$ cat src/rtl/transpose_8x8_buffer.sv
// Ping-pong 8x8 transpose: row-major coefficients in, column-major coefficients out.
// Latency: first output registered 1 cycle after the edge capturing a block's 64th sample.
// Backpressure: none; input is accepted whenever En_In is high, output streams 64 cycles per block.
module transpose_8x8_buffer #(
    parameter int WIDTH = 8
) (
    input  logic                    Clock,
    input  logic                    Reset_n,
    input  logic signed [WIDTH+1:0] In_Data,
    input  logic                    En_In,
    output logic signed [WIDTH+1:0] Out_Data,
    output logic                    En_Out,
    output logic                    Block_Done
);

    localparam int DW = WIDTH + 2;

    // Two 64-entry banks, bank select is the address MSB.
    logic signed [DW-1:0] mem [0:127];

    logic [5:0] wr_cnt;
    logic [5:0] rd_cnt;
    logic       wr_bank;
    logic       rd_bank;
    logic [1:0] full;
    logic [1:0] full_nxt;
    logic [6:0] wr_addr;
    logic [6:0] rd_addr;
    logic       rd_go;
    logic       wr_last;
    logic       rd_last;

    // Writes are row-major; reads swap row/column fields of the counter.
    assign wr_addr = {wr_bank, wr_cnt};
    assign rd_addr = {rd_bank, rd_cnt[2:0], rd_cnt[5:3]};
    assign rd_go   = full[rd_bank];
    assign wr_last = En_In && (wr_cnt == 6'd63);
    assign rd_last = rd_go && (rd_cnt == 6'd63);

    // Sample storage; contents need no reset since the full flags gate every read.
    always_ff @(posedge Clock) begin
        if (En_In) begin
            mem[wr_addr] <= In_Data;
        end
    end

    // Write counter advances only on valid samples and flips bank on wrap.
    always_ff @(posedge Clock or negedge Reset_n) begin
        if (!Reset_n) begin
            wr_cnt  <= 6'd0;
            wr_bank <= 1'b0;
        end else if (En_In) begin
            wr_cnt <= wr_cnt + 6'd1;
            if (wr_cnt == 6'd63) begin
                wr_bank <= ~wr_bank;
            end
        end
    end

    // Full flags: set by the 64th write, cleared by the 64th read (banks always differ).
    always_comb begin
        full_nxt = full;
        if (rd_last) begin
            full_nxt[rd_bank] = 1'b0;
        end
        if (wr_last) begin
            full_nxt[wr_bank] = 1'b1;
        end
    end

    // Full flag register.
    always_ff @(posedge Clock or negedge Reset_n) begin
        if (!Reset_n) begin
            full <= 2'b00;
        end else begin
            full <= full_nxt;
        end
    end

    // Read side: stream a full bank gaplessly, then hop to the other bank if it is ready.
    always_ff @(posedge Clock or negedge Reset_n) begin
        if (!Reset_n) begin
            rd_cnt     <= 6'd0;
            rd_bank    <= 1'b0;
            Out_Data   <= '0;
            En_Out     <= 1'b0;
            Block_Done <= 1'b0;
        end else if (rd_go) begin
            Out_Data   <= mem[rd_addr];
            En_Out     <= 1'b1;
            Block_Done <= rd_last;
            rd_cnt     <= rd_cnt + 6'd1;
            if (rd_last) begin
                rd_bank <= ~rd_bank;
            end
        end else begin
            Out_Data   <= '0;
            En_Out     <= 1'b0;
            Block_Done <= 1'b0;
        end
    end

endmodule

$ cat config.mk
export PLATFORM = sky130hd
export DESIGN_NAME = transpose_8x8_buffer
export DESIGN_NICKNAME = d
export VERILOG_FILES = /design/src/rtl/transpose_8x8_buffer.sv
export SDC_FILE = /design/constraint.sdc
export NUM_CORES = 1
export LEC_CHECK = 0
export BUFFER_PORTS_ARGS = -buffer_cell sky130_fd_sc_hd__buf_2
export CAP_MARGIN = 20
export CORE_ASPECT_RATIO = 1.2
export CORE_UTILIZATION = 50
export DETAILED_ROUTE_END_ITERATION = 12
export GPL_TIMING_DRIVEN = 1
export HOLD_SLACK_MARGIN = 0.03
export PLACE_DENSITY = 0.61
export SETUP_SLACK_MARGIN = 0.15
export SLEW_MARGIN = 30
export SYNTH_ARGS = -nofsm -noshare
export SYNTH_HDL_FRONTEND = slang
export SYNTH_SLANG_ARGS = --single-unit
$ cat constraint.sdc
create_clock -name Clock -period 3.3 [get_ports Clock]
set_input_delay 0.495 -clock Clock [delete_from_list [all_inputs] [get_ports Clock]]
set_output_delay 0.495 -clock Clock [all_outputs]
set_load 0.01 [all_outputs]
# Word level (Yosys, flattened, before mapping)
# Memories as Yosys holds them, arrays and structs flattened.
# Cells that the tools add are included.
totals:
  reg_bits: 28
  mem_bits_rw: 1280
  inputBits: 13
  out_inout_bits: 12
  mem_count: 1
classes:
  addsub: 2
  magnitude_cmp: 4
  eq_ne: 2
  n_mux: 13
  n_bitwise: 5
  n_reduce_logical: 6
mem_list:
  columns: ["memory", "depth", "width", "rd", "rd_clocked_by_memory_dff", "wr", "line", "text"]
  rows:
  - ["mem", 128, 10, 1, 0, 1, "19", "logic signed [DW-1:0] mem [0:127];"]
ops:
  columns: ["cell", "n"]
  rows:
  - ["adder 6 x 1 -> 6 bit, second input constant", 2]
  - ["equality test 6 bit, second input constant", 2]
  - ["2-to-1 mux 10 bit", 1]
  - ["2-to-1 mux 1 bit", 8]
  - ["logical AND 1 bit", 4]
  - ["< comparator 1 x 2 -> 1 bit, second input constant", 2]
  - ["2-to-1 mux 2 bit", 2]
  - ["AND reduction 2 bit", 2]
  - ["bitwise AND 2 bit", 1]
  - ["demux 1 bit (select 1 bit)", 2]
  - [">= comparator 1 bit, second input constant", 2]
  - ["NOT 1 bit", 2]
  - ["NOT 2 bit", 1]
  - ["OR 2 bit", 1]

# Longest topological paths before layout
# Gate-level depths: netlist (run 1).
depth:
  depth_word: 9
  mapped_depth: 11
  mapped_depth_nobuf: 6

# Worst setup path before layout (run 1)
# No wires, ideal clock.
synth_timing:
  path_type: "in2reg"
  start: "in En_In"
  end: "mem mem[81][0] in the netlist's numbering, enable pin"
  setup_time_ps: 390
  t_arrival_ps: 1901
  required_ps: 2910
  path_slack_ps: 1009
  path_stages: 3
  cell_sequence: "clkbuf_1 -> nand4_1 -> nor3_1"
synth_between:
  elab_chain_cells: 2
synth_rtl:
  columns: ["item", "line", "text"]
  rows:
  - ["start: declaration", "10", "input logic En_In,"]
  - ["2-to-1 mux 1 bit", "42", "if (En_In) begin"]
  - ["2-to-1 mux 1 bit (implied by the code)", "43", "mem[wr_addr] <= In_Data;"]
  - ["end: declaration", "19", null]
# No other way between the ends.

# Worst setup path after layout (run 1)
layout_timing:
  start: "reg rd_cnt[3]"
  end: "reg Out_Data[6]"
layout_between:
  elab_chain_cells: 2
layout_rtl:
  columns: ["item", "line", "text"]
  rows:
  - ["start: declaration", "22", "logic [5:0] rd_cnt;"]
  - ["start signal: assignment", "92", "rd_cnt <= rd_cnt + 6'd1;"]
  - ["memory (128 x 10 bit)", null, null]
  - ["2-to-1 mux 10 bit", "88", "end else if (rd_go) begin"]
  - ["end signal: assignment", "89", "Out_Data <= mem[rd_addr];"]
  - ["end: declaration", "11", "output logic signed [WIDTH+1:0] Out_Data,"]
# No other way between the ends.
# A chain may end at the register's enable or synchronous reset.

==> impl_metrics.py, run 1 <==
metrics = {
    "cts": {
        "clkSlewWorstSetupHoldPaths_ns": 0.06,
        "tritoncts_clock_tree": "yes",
        "htree_num_levels": 4,
        "clk_path_buf_depth": 3,
        "cts_root_buffer": "sky130_fd_sc_hd__clkbuf_16",
        "clk_latency_ns": 0.73,
        "tritoncts.num_buffers": 130,
        "cts.repair_timing.setup_buffer_count": 0,
        "numClockSinks": 1308,
    },
    "routing": {
        "drtPass1Iterations": 6,
        "first_iter_violations": 2418,
        "route.detailed.vias_per_inst": 6.070,
        "wl_per_cell_um": 29.69,
        "num_vias": 24080,
        "route.detailed.drc": 0,
        "routed_wl_mm": 117.8,
        "route.antenna.remaining_nets": 0,
    },
    "die": {
        "initial_utilization_pct": 50.50,
        "die_extent_in_y_um": 350.3,
        "chipWidth_um": 292.3,
        "num_io_pins": 25,
        "coreArea_um2": 100100,
        "die-area_um2": 102400,
        "floorplan.rows": 127,
    },
    "pwr": {
        "vdd_ir_drop_max_mv": 0.4910,
        "cellPowerDensity_nw_per_um2": 594.4,
        "p_leak_nw": 18.37,
        "finalPower_w": 0.03430,
    },
    "worst_setup_path": {
        "critical_path_slowest_stage_cell": "sky130_fd_sc_hd__mux4_2",
        "critical-path-max-stage-delay_ns": 0.55,
        "cp_num_buf_inv": 2,
        "critical_path_arrival_ns": 3.62,
        "crit_required_ns": 3.86,
        "critical_path.endpoint_type": "flop",
        "worstSetupStartpointType": "flop",
        "timing.critical_path.fanout_max": 37,
        "cp_top_family": "multiplexers",
        "critical_path.cell_chain": "buf_4 -> buf_12 -> mux4_2 -> mux2i_1 -> a21oi_1 -> a211oi_2 -> o211ai_1",
        "timing_worst_setup_path_type": "reg2reg",
    },
    "final_layout": {
        "multi_input_comb_area_um2": 10770,
        "fillers": 7322,
        "register_area_um2": 39150,
        "final_layout_size_suffix_gt1_share_pct": 27.51,
        "syn_to_final_growth_pct": 14.14,
        "nets": 2592,
    },
    "sta": {
        "slew_viol_final": 0,
        "min_period_ns": 3.057,
        "max_frequency_mhz": 327.1,
        "clock_skew_ns": 0.03334,
        "final_critical_path_setup_slack_ns": 0.2429,
        "rsz0062_at_grt": "false",
        "finalSetupViolCount": 0,
        "timing.final.crit_share_pct": 92.64,
        "fin_setup_tns_ns": 0,
        "final.hold.worst_slack_ns": 0.1446,
        "timing.max_slew.rel_slack_pct": 38.88,
        "max_slew.worst_pin.slew_ns": 0.8913,
        "finalHoldViolCount": 0,
    },
    "synthesis": {
        "share_of_async_settable_or_async_resettable_flops_after_synthesis_pct": 2.141,
        "synth-compound-area-share_pct": 1.816,
        "synthMuxAreaShare_pct": 16.84,
        "basic_gate_share_of_the_synthesized_area_counting_and_or_nand_and_nor_cells_pct": 2.356,
        "syn_avg_cell_area_um2": 21.76,
        "ys_dominant_reg_cell": "sky130_fd_sc_hd__edfxtp_1",
        "netlist_area_pre_place_um2": 50560,
        "xor_and_xnor_fraction_of_the_mapped_netlist_area_pct": 0.2079,
        "synth.lib_cells_used.distinct": 40,
        "post_synth_inst_count": 2324,
        "syn_nets": 2339,
        "synth_enable_flop_cells": 1280,
        "ys_warn_count": 0,
        "ys_ff_latch": 1308,
        "synth.yosys.seq_area_share_pct": 77.41,
        "synthAdderAreaFrac_pct": 0.04949,
        "combinational_family_with_the_most_area_after_synthesis": "multiplexers",
    },
    "placed_design": {
        "number_of_input_and_output_port_buffers_inserted": 24,
        "place.detailed.hpwl_mm": 74.03,
        "place.gp.congestion": 0.8608,
        "post-place-ws_ns": -0.05011,
    },
    "status": {
        "run_status": "completed",
    },
    "job": {
        "timing.max_cap.violations": 0,
    },
    "global_routing": {
        "first_global_vias": 25170,
        "grt_max_degree": 111,
        "track_usage_pct": 23.65,
        "antenna_violations_before_repair": 5,
        "grt_overflow_total": 0,
        "grt_first_pass_wirelength_mm": 172.4,
    },
    "min_path": {
        "hold_class": "in2reg",
    },
}
[layout by cell type (no fill, tap or decap), types with 5 or more instances in the layout]
master                      count
sky130_fd_sc_hd__a211oi_1      14
sky130_fd_sc_hd__a21oi_1       26
sky130_fd_sc_hd__a22oi_1       20
sky130_fd_sc_hd__buf_12        23
sky130_fd_sc_hd__buf_2         14
sky130_fd_sc_hd__buf_4        203
sky130_fd_sc_hd__bufinv_16      7
sky130_fd_sc_hd__clkbuf_1      26
sky130_fd_sc_hd__clkbuf_16    134
sky130_fd_sc_hd__clkinv_1      29
sky130_fd_sc_hd__clkinv_2      18
sky130_fd_sc_hd__clkinv_8       5
sky130_fd_sc_hd__dfrtp_1       23
sky130_fd_sc_hd__edfxtp_1    1280
sky130_fd_sc_hd__mux2_2         5
sky130_fd_sc_hd__mux2i_1      160
sky130_fd_sc_hd__mux4_2       304
sky130_fd_sc_hd__nand2_1       42
sky130_fd_sc_hd__nand3_1       21
sky130_fd_sc_hd__nand3b_1       5
sky130_fd_sc_hd__nand4_1       14
sky130_fd_sc_hd__nor2_1       136
sky130_fd_sc_hd__nor2b_1       21
sky130_fd_sc_hd__nor3_1        19
sky130_fd_sc_hd__o211ai_1      10
sky130_fd_sc_hd__o22ai_1       50
sky130_fd_sc_hd__xnor2_1        8
[worst paths after layout]
check	slack, ns	cells after the start	from	to
worst max-delay path	0.24	7	rd_cnt[3]$_DFFE_PN0N_	Out_Data[6]$_DFF_PN0_
min in group asynchronous	0.43	2	Reset_n	En_Out$_DFF_PN0_
max in group asynchronous	2.27	2	Reset_n	rd_cnt[0]$_DFFE_PN0N_
worst min register to register	0.64	1	wr_cnt[5]$_DFFE_PN0P_	wr_cnt[5]$_DFFE_PN0P_
worst max register to register	0.24	7	rd_cnt[3]$_DFFE_PN0N_	Out_Data[6]$_DFF_PN0_
worst min-delay path	0.14	2	En_In	wr_cnt[0]$_DFFE_PN0P_
[cell families after synthesis]
family                     count (synthesis)
DFF                                     1308
AOI/OAI and AO/OA                        138
and+or+nand+nor                          268
muxes                                    470
buffers and inverters                    126
adders and majority gates                  2
xor gates and xnor gates                  12
[power by group]
part / leakage [nW] / switching, W / total (W) / internal (W)
registers: 11.8 / 0.000167 / 0.0188 / 0.0186
logic: 4.57 / 0.00108 / 0.00140 / 0.000313
clock network: 1.98 / 0.00610 / 0.0141 / 0.00805
[state kept, by name (all words and copies together) (netlist names)]
register / count
En_Out: 1
full: 2
mem: 1280
wr_bank: 1
wr_cnt: 6
rd_bank: 1
Block_Done: 1
rd_cnt: 6
Out_Data: 10
[routing by layer]
layer	part of all wire [%]	vias up	track usage, %
met5	0.028	-	0
met4	3.6	6	9.413
met3	5.9	218	4.187
met2	51	785	39.77
met1	40	12810	30.82
li1	-	10260	-
[synthesized netlist by cell type (all sizes together) (2+ instances only)]
library cell     n  area, µm²
edfxtp        1280      38440
mux4           304       6847
mux2i          161       1612
nor2           136      510.5
buf             73      469.2
o22ai           50      312.8
clkbuf          49      183.9
nand2           42      157.7
dfrtp           28      700.7
a21oi           26      130.1
nand3           21      105.1
nor2b           21      131.4
a22oi           20      150.1
nor3            19      95.09
a211oi          16      120.1
nand4           14      87.58
o211ai          10      75.07
xnor2            8      70.07
mux2             5      56.30
nand3b           5      37.54
a22o             4      35.03
and2             4      25.02
xor2             4      35.03
inv              3      11.26
o21ai            3      15.01
a221o            2      20.02
a221oi           2      17.52
a41oi            2      17.52
ha               2      25.02
nand2b           2      12.51
o2111ai          2      17.52
[final cells by class]
| type | count | share of cell area, % |
|---|---|---|
| Antenna cell | 2 | 0.008673 |
| Sequential cell | 1308 | 67.85 |
| Inverter | 4 | 0.02602 |
| Clock buffer | 162 | 6.028 |
| Timing Repair Buffer | 243 | 3.616 |
| Multi-Input combinational cell | 890 | 18.67 |
| Tap cell | 1290 | 2.797 |
| Clock inverter | 68 | 1.006 |
[per-stage QoR]
stage,cells,instance area (µm²),utilization (%)
floorplan,2324,50560,-
global placement,3734,53610,53.55
detailed placement,3734,53610,53.56
CTS,3965,57690,57.63
global route,3965,57700,57.64
finish,3967,57710,57.65
[timing repair]
action	CTS	global route
hold buffers	1	0
resized for setup	1	3
pin swaps	0	0
endpoints found under the hold margin	28	0
endpoints found under the setup margin	1	3
Power figures use the tool's default switching activity.
==> run 2: changes to the inputs <==
--- a/config.mk
+++ b/config.mk
@@ -12,7 +12,7 @@
 export DETAILED_ROUTE_END_ITERATION = 12
 export GPL_TIMING_DRIVEN = 1
 export HOLD_SLACK_MARGIN = 0.03
-export PLACE_DENSITY = 0.61
+export PLACE_DENSITY = 0.64
 export SETUP_SLACK_MARGIN = 0.15
 export SLEW_MARGIN = 30
 export SYNTH_ARGS = -nofsm -noshare
==> constraint.sdc (replaced) <==
create_clock -name Clock -period 2.7 [get_ports Clock]
set_input_delay 0.405 -clock Clock [delete_from_list [all_inputs] [get_ports Clock]]
set_output_delay 0.405 -clock Clock [all_outputs]
set_load 0.01 [all_outputs]
==> run 2 against run 1 <==
Routed wire length rose by 1.3%. Critical endpoint is now Out_Data[1]$_DFF_PN0_. Sequential share of layout area down 1.7 points. Die area is the same. Cell area grew 2.6%. Non-clock buffer count is 89 higher. Hold slack better by 0.020 ns. Combinational power rose by 25%. Final cell count increased by 1.9%.
==> impl_metrics.py, run 2 (synthesis gave the netlist of run 1 again) <==
metrics = {
    "final_layout": {
        "largest_register_ff_count": 1280,
        "commonest_non_fill_non_tap_cell_in_the_layout": "sky130_fd_sc_hd__edfxtp_1",
        "top_register_by_number_of_flip_flops": "mem",
        "mostFrequentLayoutCells": "1280 x sky130_fd_sc_hd__edfxtp_1, 304 x sky130_fd_sc_hd__mux4_2, 251 x sky130_fd_sc_hd__buf_4",
        "post_layout_instance_count_excluding_filler_cells": 4044,
        "fin_area_um2": 59220,
        "syn_to_final_growth_pct": 17.13,
        "finish.utilization_pct": 59.16,
        "largest_registers": "mem x1280, Out_Data x10",
        "nets": 2671,
        "antenna_cells_inserted": 0,
        "final_layout_size_suffix_gt1_share_pct": 31.88,
    },
    "sta": {
        "max_frequency_mhz": 386.8,
        "slew_viol_final": 0,
        "max_slew.worst_pin.slew_ns": 0.8080,
        "finalSetupViolCount": 0,
        "clock_skew_ns": 0.04583,
        "timing.max_slew.rel_slack_pct": 46.13,
        "rsz0062_at_grt": "true",
        "finalHoldViolCount": 0,
        "timing.final.crit_share_pct": 95.76,
        "min_period_ns": 2.586,
        "final_critical_path_setup_slack_ns": 0.1145,
        "fin_setup_tns_ns": 0,
    },
    "job": {
        "timing.max_cap.violations": 0,
    },
    "global_routing": {
        "first_global_vias": 25150,
        "grt_first_pass_wirelength_mm": 173.9,
        "grt_max_degree": 89,
        "track_usage_pct": 23.65,
        "grt_overflow_total": 0,
        "antenna_violations_before_repair": 2,
    },
    "cts": {
        "htree_num_levels": 3,
        "tritoncts_clock_tree": "yes",
        "cts_root_buffer": "sky130_fd_sc_hd__clkbuf_16",
        "clk_latency_ns": 0.71,
        "clk_path_buf_depth": 3,
        "numClockSinks": 1308,
        "clkSlewWorstSetupHoldPaths_ns": 0.06,
        "tritoncts.num_buffers": 120,
    },
    "pwr": {
        "combPwrFrac_pct": 4.3,
        "p_leak_nw": 18.89,
        "cell_internal_pwr_w": 0.03247,
        "vdd_ir_drop_max_mv": 0.6206,
        "clock_power_share_pct": 40.1,
        "net-switching-power_w": 0.008720,
        "cellPowerDensity_nw_per_um2": 695.5,
        "netSwitchingFraction_pct": 21.17,
        "sequentialPowerShare_pct": 55.6,
    },
    "worst_setup_path": {
        "timing.critical_path.fanout_max": 8,
        "critical_path.endpoint_type": "flop",
        "cp_top_family": "multiplexers",
        "critical_path_arrival_ns": 3.17,
        "worstSetupStartpointType": "flop",
        "timing_worst_setup_path_type": "reg2reg",
        "critical_path.cell_chain": "buf_16 -> buf_16 -> buf_12 -> mux4_2 -> mux4_2 -> a21oi_4 -> o211ai_1",
        "crit_required_ns": 3.28,
        "cp_num_buf_inv": 3,
        "critical_path_slowest_stage_cell": "sky130_fd_sc_hd__mux4_2",
        "critical-path-max-stage-delay_ns": 0.54,
    },
    "die": {
        "die-area_um2": 102400,
        "coreArea_um2": 100100,
        "floorplan.rows": 127,
        "num_io_pins": 25,
        "chipWidth_um": 292.3,
        "initial_utilization_pct": 50.50,
        "die_extent_in_y_um": 350.3,
    },
    "placed_design": {
        "number_of_input_and_output_port_buffers_inserted": 24,
        "dpl_cell_area_um2": 54250,
        "place.detailed.hpwl_mm": 75.26,
        "place_inst": 3793,
        "place.gp.congestion": 0.8851,
        "post-place-ws_ns": -0.2668,
    },
    "routing": {
        "route.antenna.remaining_nets": 0,
        "route.detailed.vias_per_inst": 6.066,
        "drtPass1Iterations": 6,
        "wl_per_cell_um": 29.49,
        "num_vias": 24530,
        "routed_wl_mm": 119.3,
        "route.detailed.drc": 0,
        "first_iter_violations": 2592,
    },
    "min_path": {
        "hold_class": "in2reg",
    },
    "status": {
        "run_status": "completed",
    },
}
## run 2: cell count changes in the layout (fill, tap and decap cells not counted), sizes merged
cell | before | now
bufbuf | 0 | 1
clkinv | 53 | 56
buf | 242 | 326
inv | 8 | 4
dlygate4sd3 | 1 | 3
clkbuf | 162 | 150
diode | 2 | 0
bufinv | 7 | 12
## run 2: what timing repair did
item / 4_1_cts / 5_1_grt
hold buffers: 3 / 0
gates cloned: 7 / 2
endpoints found under the setup margin: 10 / 10
setup buffers: 14 / 5
gates resized for setup: 89 / 48
pin swaps: 7 / 10
endpoints found under the hold margin: 35 / 0
## run 2: final cells by class
type	instances	area (µm²)
timing repair buffer	332	3328
sequential	1308	39160
clock inverter	72	669.4
fill	7123	40890
inverter	4	18.77
tap	1290	1614
clock buffer	148	3129
multi-input combinational	890	11300
## run 2: path summary, 6_finish.rpt
check                      cells after the start             startpoint                     to  slack (ns)
max                                            7  rd_cnt[3]$_DFFE_PN0N_  Out_Data[1]$_DFF_PN0_        0.11
min                                            1             In_Data[0]   mem[75][0]$_DFFE_PP_        0.16
max reg2reg                                    7  rd_cnt[3]$_DFFE_PN0N_  Out_Data[1]$_DFF_PN0_        0.11
min reg2reg                                    1  wr_cnt[5]$_DFFE_PN0P_  wr_cnt[5]$_DFFE_PN0P_        0.65
max in group asynchronous                      2                Reset_n  rd_cnt[3]$_DFFE_PN0N_        1.75
min in group asynchronous                      2                Reset_n   Block_Done$_DFF_PN0_        0.33
## run 2: per-layer routing
| metal | track usage [%] | vias up | wire, µm |
|---|---|---|---|
| li1 | - | 10400 | - |
| met2 | 40.55 | 879 | 61870 |
| met1 | 31.78 | 13090 | 46920 |
| met3 | 3.541 | 157 | 7547 |
| met5 | 0 | - | 0 |
| met4 | 6.635 | 0 | 2936 |
## run 2: per-stage QoR
stage               hold slack, ns  total power (W)
floorplan                   0.1094          0.02399
global placement            0.5199          0.02499
detailed placement          0.5318          0.02508
CTS                         0.1422          0.04140
global route                0.1779          0.04229
finish                      0.1648          0.04119
## run 2: power groups by stage
| stage | registers (W) | clock network (W) | logic, W |
|---|---|---|---|
| 6_report | 0.0229 | 0.0165 | 0.00175 |
| 5_1_grt | 0.0229 | 0.0175 | 0.00185 |
| 4_1_cts | 0.0229 | 0.0167 | 0.00175 |
| 3_5_place_dp | 0.0233 | 0 | 0.00173 |
| 3_3_place_gp | 0.0233 | 0 | 0.00168 |
| 2_1_floorplan | 0.0232 | 0 | 0.000775 |
## run 2: worst reg2reg max path, stage by stage (launching register included)
cell,delay (ns)
sky130_fd_sc_hd__dfrtp_4,0.51
sky130_fd_sc_hd__buf_16,0.21
sky130_fd_sc_hd__buf_16,0.18
sky130_fd_sc_hd__buf_12,0.14
sky130_fd_sc_hd__mux4_2,0.53
sky130_fd_sc_hd__mux4_2,0.54
sky130_fd_sc_hd__a21oi_4,0.26
sky130_fd_sc_hd__o211ai_1,0.11
==> run 3: changes to the inputs <==
--- a/config.mk
+++ b/config.mk
@@ -5,14 +5,15 @@
 export SDC_FILE = /design/constraint.sdc
 export NUM_CORES = 1
 export LEC_CHECK = 0
-export BUFFER_PORTS_ARGS = -buffer_cell sky130_fd_sc_hd__buf_2
+export ABC_CLOCK_PERIOD_IN_PS = 2700
 export CAP_MARGIN = 20
 export CORE_ASPECT_RATIO = 1.2
 export CORE_UTILIZATION = 50
 export DETAILED_ROUTE_END_ITERATION = 12
+export DONT_BUFFER_PORTS = 1
 export GPL_TIMING_DRIVEN = 1
 export HOLD_SLACK_MARGIN = 0.03
-export PLACE_DENSITY = 0.64
+export PLACE_DENSITY = 0.68
 export SETUP_SLACK_MARGIN = 0.15
 export SLEW_MARGIN = 30
 export SYNTH_ARGS = -nofsm -noshare
==> run 3 against run 2 <==
Fmax grew 1.8%. First-iteration DRC count shrank 1.0%. Non-clock buffer count shrank 20. Largest power group unchanged. Die area is the same.
==> impl_metrics.py, run 3 (synthesis gave the netlist of run 1 again) <==
metrics = {
    "status": {
        "run_status": "completed",
    },
    "sta": {
        "max_slew.worst_pin.slew_ns": 0.7188,
        "timing.max_slew.rel_slack_pct": 52.08,
        "fin_setup_tns_ns": 0,
        "finalSetupViolCount": 0,
        "max_frequency_mhz": 393.8,
        "rsz0062_at_grt": "true",
        "min_period_ns": 2.539,
        "final.hold.worst_slack_ns": 0.1178,
        "slew_viol_final": 0,
        "timing.final.crit_share_pct": 94.04,
        "clock_skew_ns": 0.06113,
        "final_critical_path_setup_slack_ns": 0.1609,
        "finalHoldViolCount": 0,
    },
    "global_routing": {
        "track_usage_pct": 22.70,
        "first_global_vias": 25020,
        "antenna_violations_before_repair": 0,
        "grt_first_pass_wirelength_mm": 169.0,
        "grt_max_degree": 129,
        "grt_overflow_total": 0,
    },
    "min_path": {
        "hold_class": "in2reg",
    },
    "placed_design": {
        "number_of_input_and_output_port_buffers_inserted": 0,
        "place.gp.congestion": 0.8687,
        "place.detailed.hpwl_mm": 68.38,
        "dpl_cell_area_um2": 53690,
        "post-place-ws_ns": -0.03651,
        "place_inst": 3739,
    },
    "worst_setup_path": {
        "timing.critical_path.fanout_max": 7,
        "critical_path.endpoint_type": "flop",
        "timing_worst_setup_path_type": "reg2reg",
        "worstSetupStartpointType": "flop",
        "crit_required_ns": 3.31,
        "critical_path_arrival_ns": 3.15,
    },
    "final_layout": {
        "largest_register_ff_count": 1280,
        "top_register_by_number_of_flip_flops": "mem",
        "post_layout_instance_count_excluding_filler_cells": 4024,
        "final_layout_size_suffix_gt1_share_pct": 30.43,
        "largest_registers": "mem x1280, Out_Data x10",
        "mostFrequentLayoutCells": "1280 x sky130_fd_sc_hd__edfxtp_1, 304 x sky130_fd_sc_hd__mux4_2, 250 x sky130_fd_sc_hd__buf_4",
        "nets": 2650,
        "antenna_cells_inserted": 0,
        "syn_to_final_growth_pct": 16.41,
        "fin_area_um2": 58860,
        "commonest_non_fill_non_tap_cell_in_the_layout": "sky130_fd_sc_hd__edfxtp_1",
    },
    "routing": {
        "num_vias": 24450,
        "routed_wl_mm": 115.5,
        "route.antenna.remaining_nets": 0,
        "first_iter_violations": 2565,
        "route.detailed.drc": 0,
        "wl_per_cell_um": 28.69,
        "drtPass1Iterations": 7,
        "route.detailed.vias_per_inst": 6.076,
    },
    "die": {
        "die-area_um2": 102400,
        "num_io_pins": 25,
        "initial_utilization_pct": 50.50,
        "chipWidth_um": 292.3,
        "floorplan.rows": 127,
        "die_extent_in_y_um": 350.3,
        "coreArea_um2": 100100,
    },
    "pwr": {
        "combPwrFrac_pct": 4.0,
        "net-switching-power_w": 0.008728,
        "sequentialPowerShare_pct": 55.4,
        "p_leak_nw": 18.83,
        "vdd_ir_drop_max_mv": 0.5840,
        "clock_power_share_pct": 40.5,
        "netSwitchingFraction_pct": 21.10,
        "cell_internal_pwr_w": 0.03265,
        "cellPowerDensity_nw_per_um2": 703.0,
    },
    "cts": {
        "cts_root_buffer": "sky130_fd_sc_hd__clkbuf_16",
        "clk_latency_ns": 0.73,
        "tritoncts.num_buffers": 119,
        "clkSlewWorstSetupHoldPaths_ns": 0.06,
        "numClockSinks": 1308,
        "clk_path_buf_depth": 3,
        "tritoncts_clock_tree": "yes",
        "htree_num_levels": 3,
    },
    "job": {
        "timing.max_cap.violations": 0,
    },
}
-- run 3: layer usage --
metal  vias to the layer above  routed length [µm]  track usage, %
met5                         -                   0               0
met4                         0                3278           6.817
met3                       192                8158           3.991
met2                       896               58310           38.35
met1                     13020               45710           30.39
li1                      10350                   -               -
-- run 3: power groups by stage --
stage / clock network (W) / registers [W] / logic (W)
after detailed placement: 0 / 0.0233 / 0.00127
after global routing: 0.0177 / 0.0229 / 0.00176
after CTS: 0.0170 / 0.0229 / 0.00166
after global placement: 0 / 0.0233 / 0.00125
after floorplan: 0 / 0.0232 / 0.000775
final: 0.0168 / 0.0229 / 0.00167
-- run 3: what timing repair did --
action                                   CTS  global route
hold buffers                              13             0
endpoints found under the hold margin   1313             0
pin swaps                                  1             5
endpoints found under the setup margin    10             9
buffers inserted                          11            31
gates resized for setup                   18            51
gates cloned                               4             6
-- run 3: stage by stage --
step / util, % / power [W]
final: 58.79 / 0.04137
after global placement: 53.63 / 0.02456
after global routing: 58.79 / 0.04243
after detailed placement: 53.63 / 0.02461
after floorplan: - / 0.02399
after CTS: 58.16 / 0.04157
-- run 3: area by class of cell --
cell class | count | area, µm²
fill | 7004 | 41250
sequential | 1308 | 39150
multi-input combinational | 890 | 10970
timing repair buffer | 312 | 3202
clock buffer | 141 | 3060
tap | 1290 | 1614
clock inverter | 79 | 839.6
inverter | 4 | 15.01
-- run 3: path summary, 6_finish.rpt --
check / endpoint / start / cells past startpoint / slack [ns]
max: Out_Data[9]$_DFF_PN0_ / rd_cnt[3]$_DFFE_PN0N_ / 10 / 0.16
max in group asynchronous: rd_cnt[0]$_DFFE_PN0N_ / Reset_n / 2 / 2.26
max reg2reg: Out_Data[9]$_DFF_PN0_ / rd_cnt[3]$_DFFE_PN0N_ / 10 / 0.16
min reg2reg: wr_cnt[5]$_DFFE_PN0P_ / wr_cnt[5]$_DFFE_PN0P_ / 1 / 0.64
min in group asynchronous: Out_Data[4]$_DFF_PN0_ / Reset_n / 2 / 0.22
min: mem[66][5]$_DFFE_PP_ / In_Data[5] / 1 / 0.12
-- run 3: worst max-delay path: stages (launching register included) --
cell	delay [ns]
sky130_fd_sc_hd__dfrtp_4	0.45
sky130_fd_sc_hd__buf_6	0.14
sky130_fd_sc_hd__buf_12	0.17
sky130_fd_sc_hd__buf_16	0.15
sky130_fd_sc_hd__buf_12	0.13
sky130_fd_sc_hd__mux4_2	0.52
sky130_fd_sc_hd__mux2i_1	0.21
sky130_fd_sc_hd__o22ai_2	0.16
sky130_fd_sc_hd__nor3_1	0.23
sky130_fd_sc_hd__buf_4	0.17
sky130_fd_sc_hd__o211ai_1	0.08
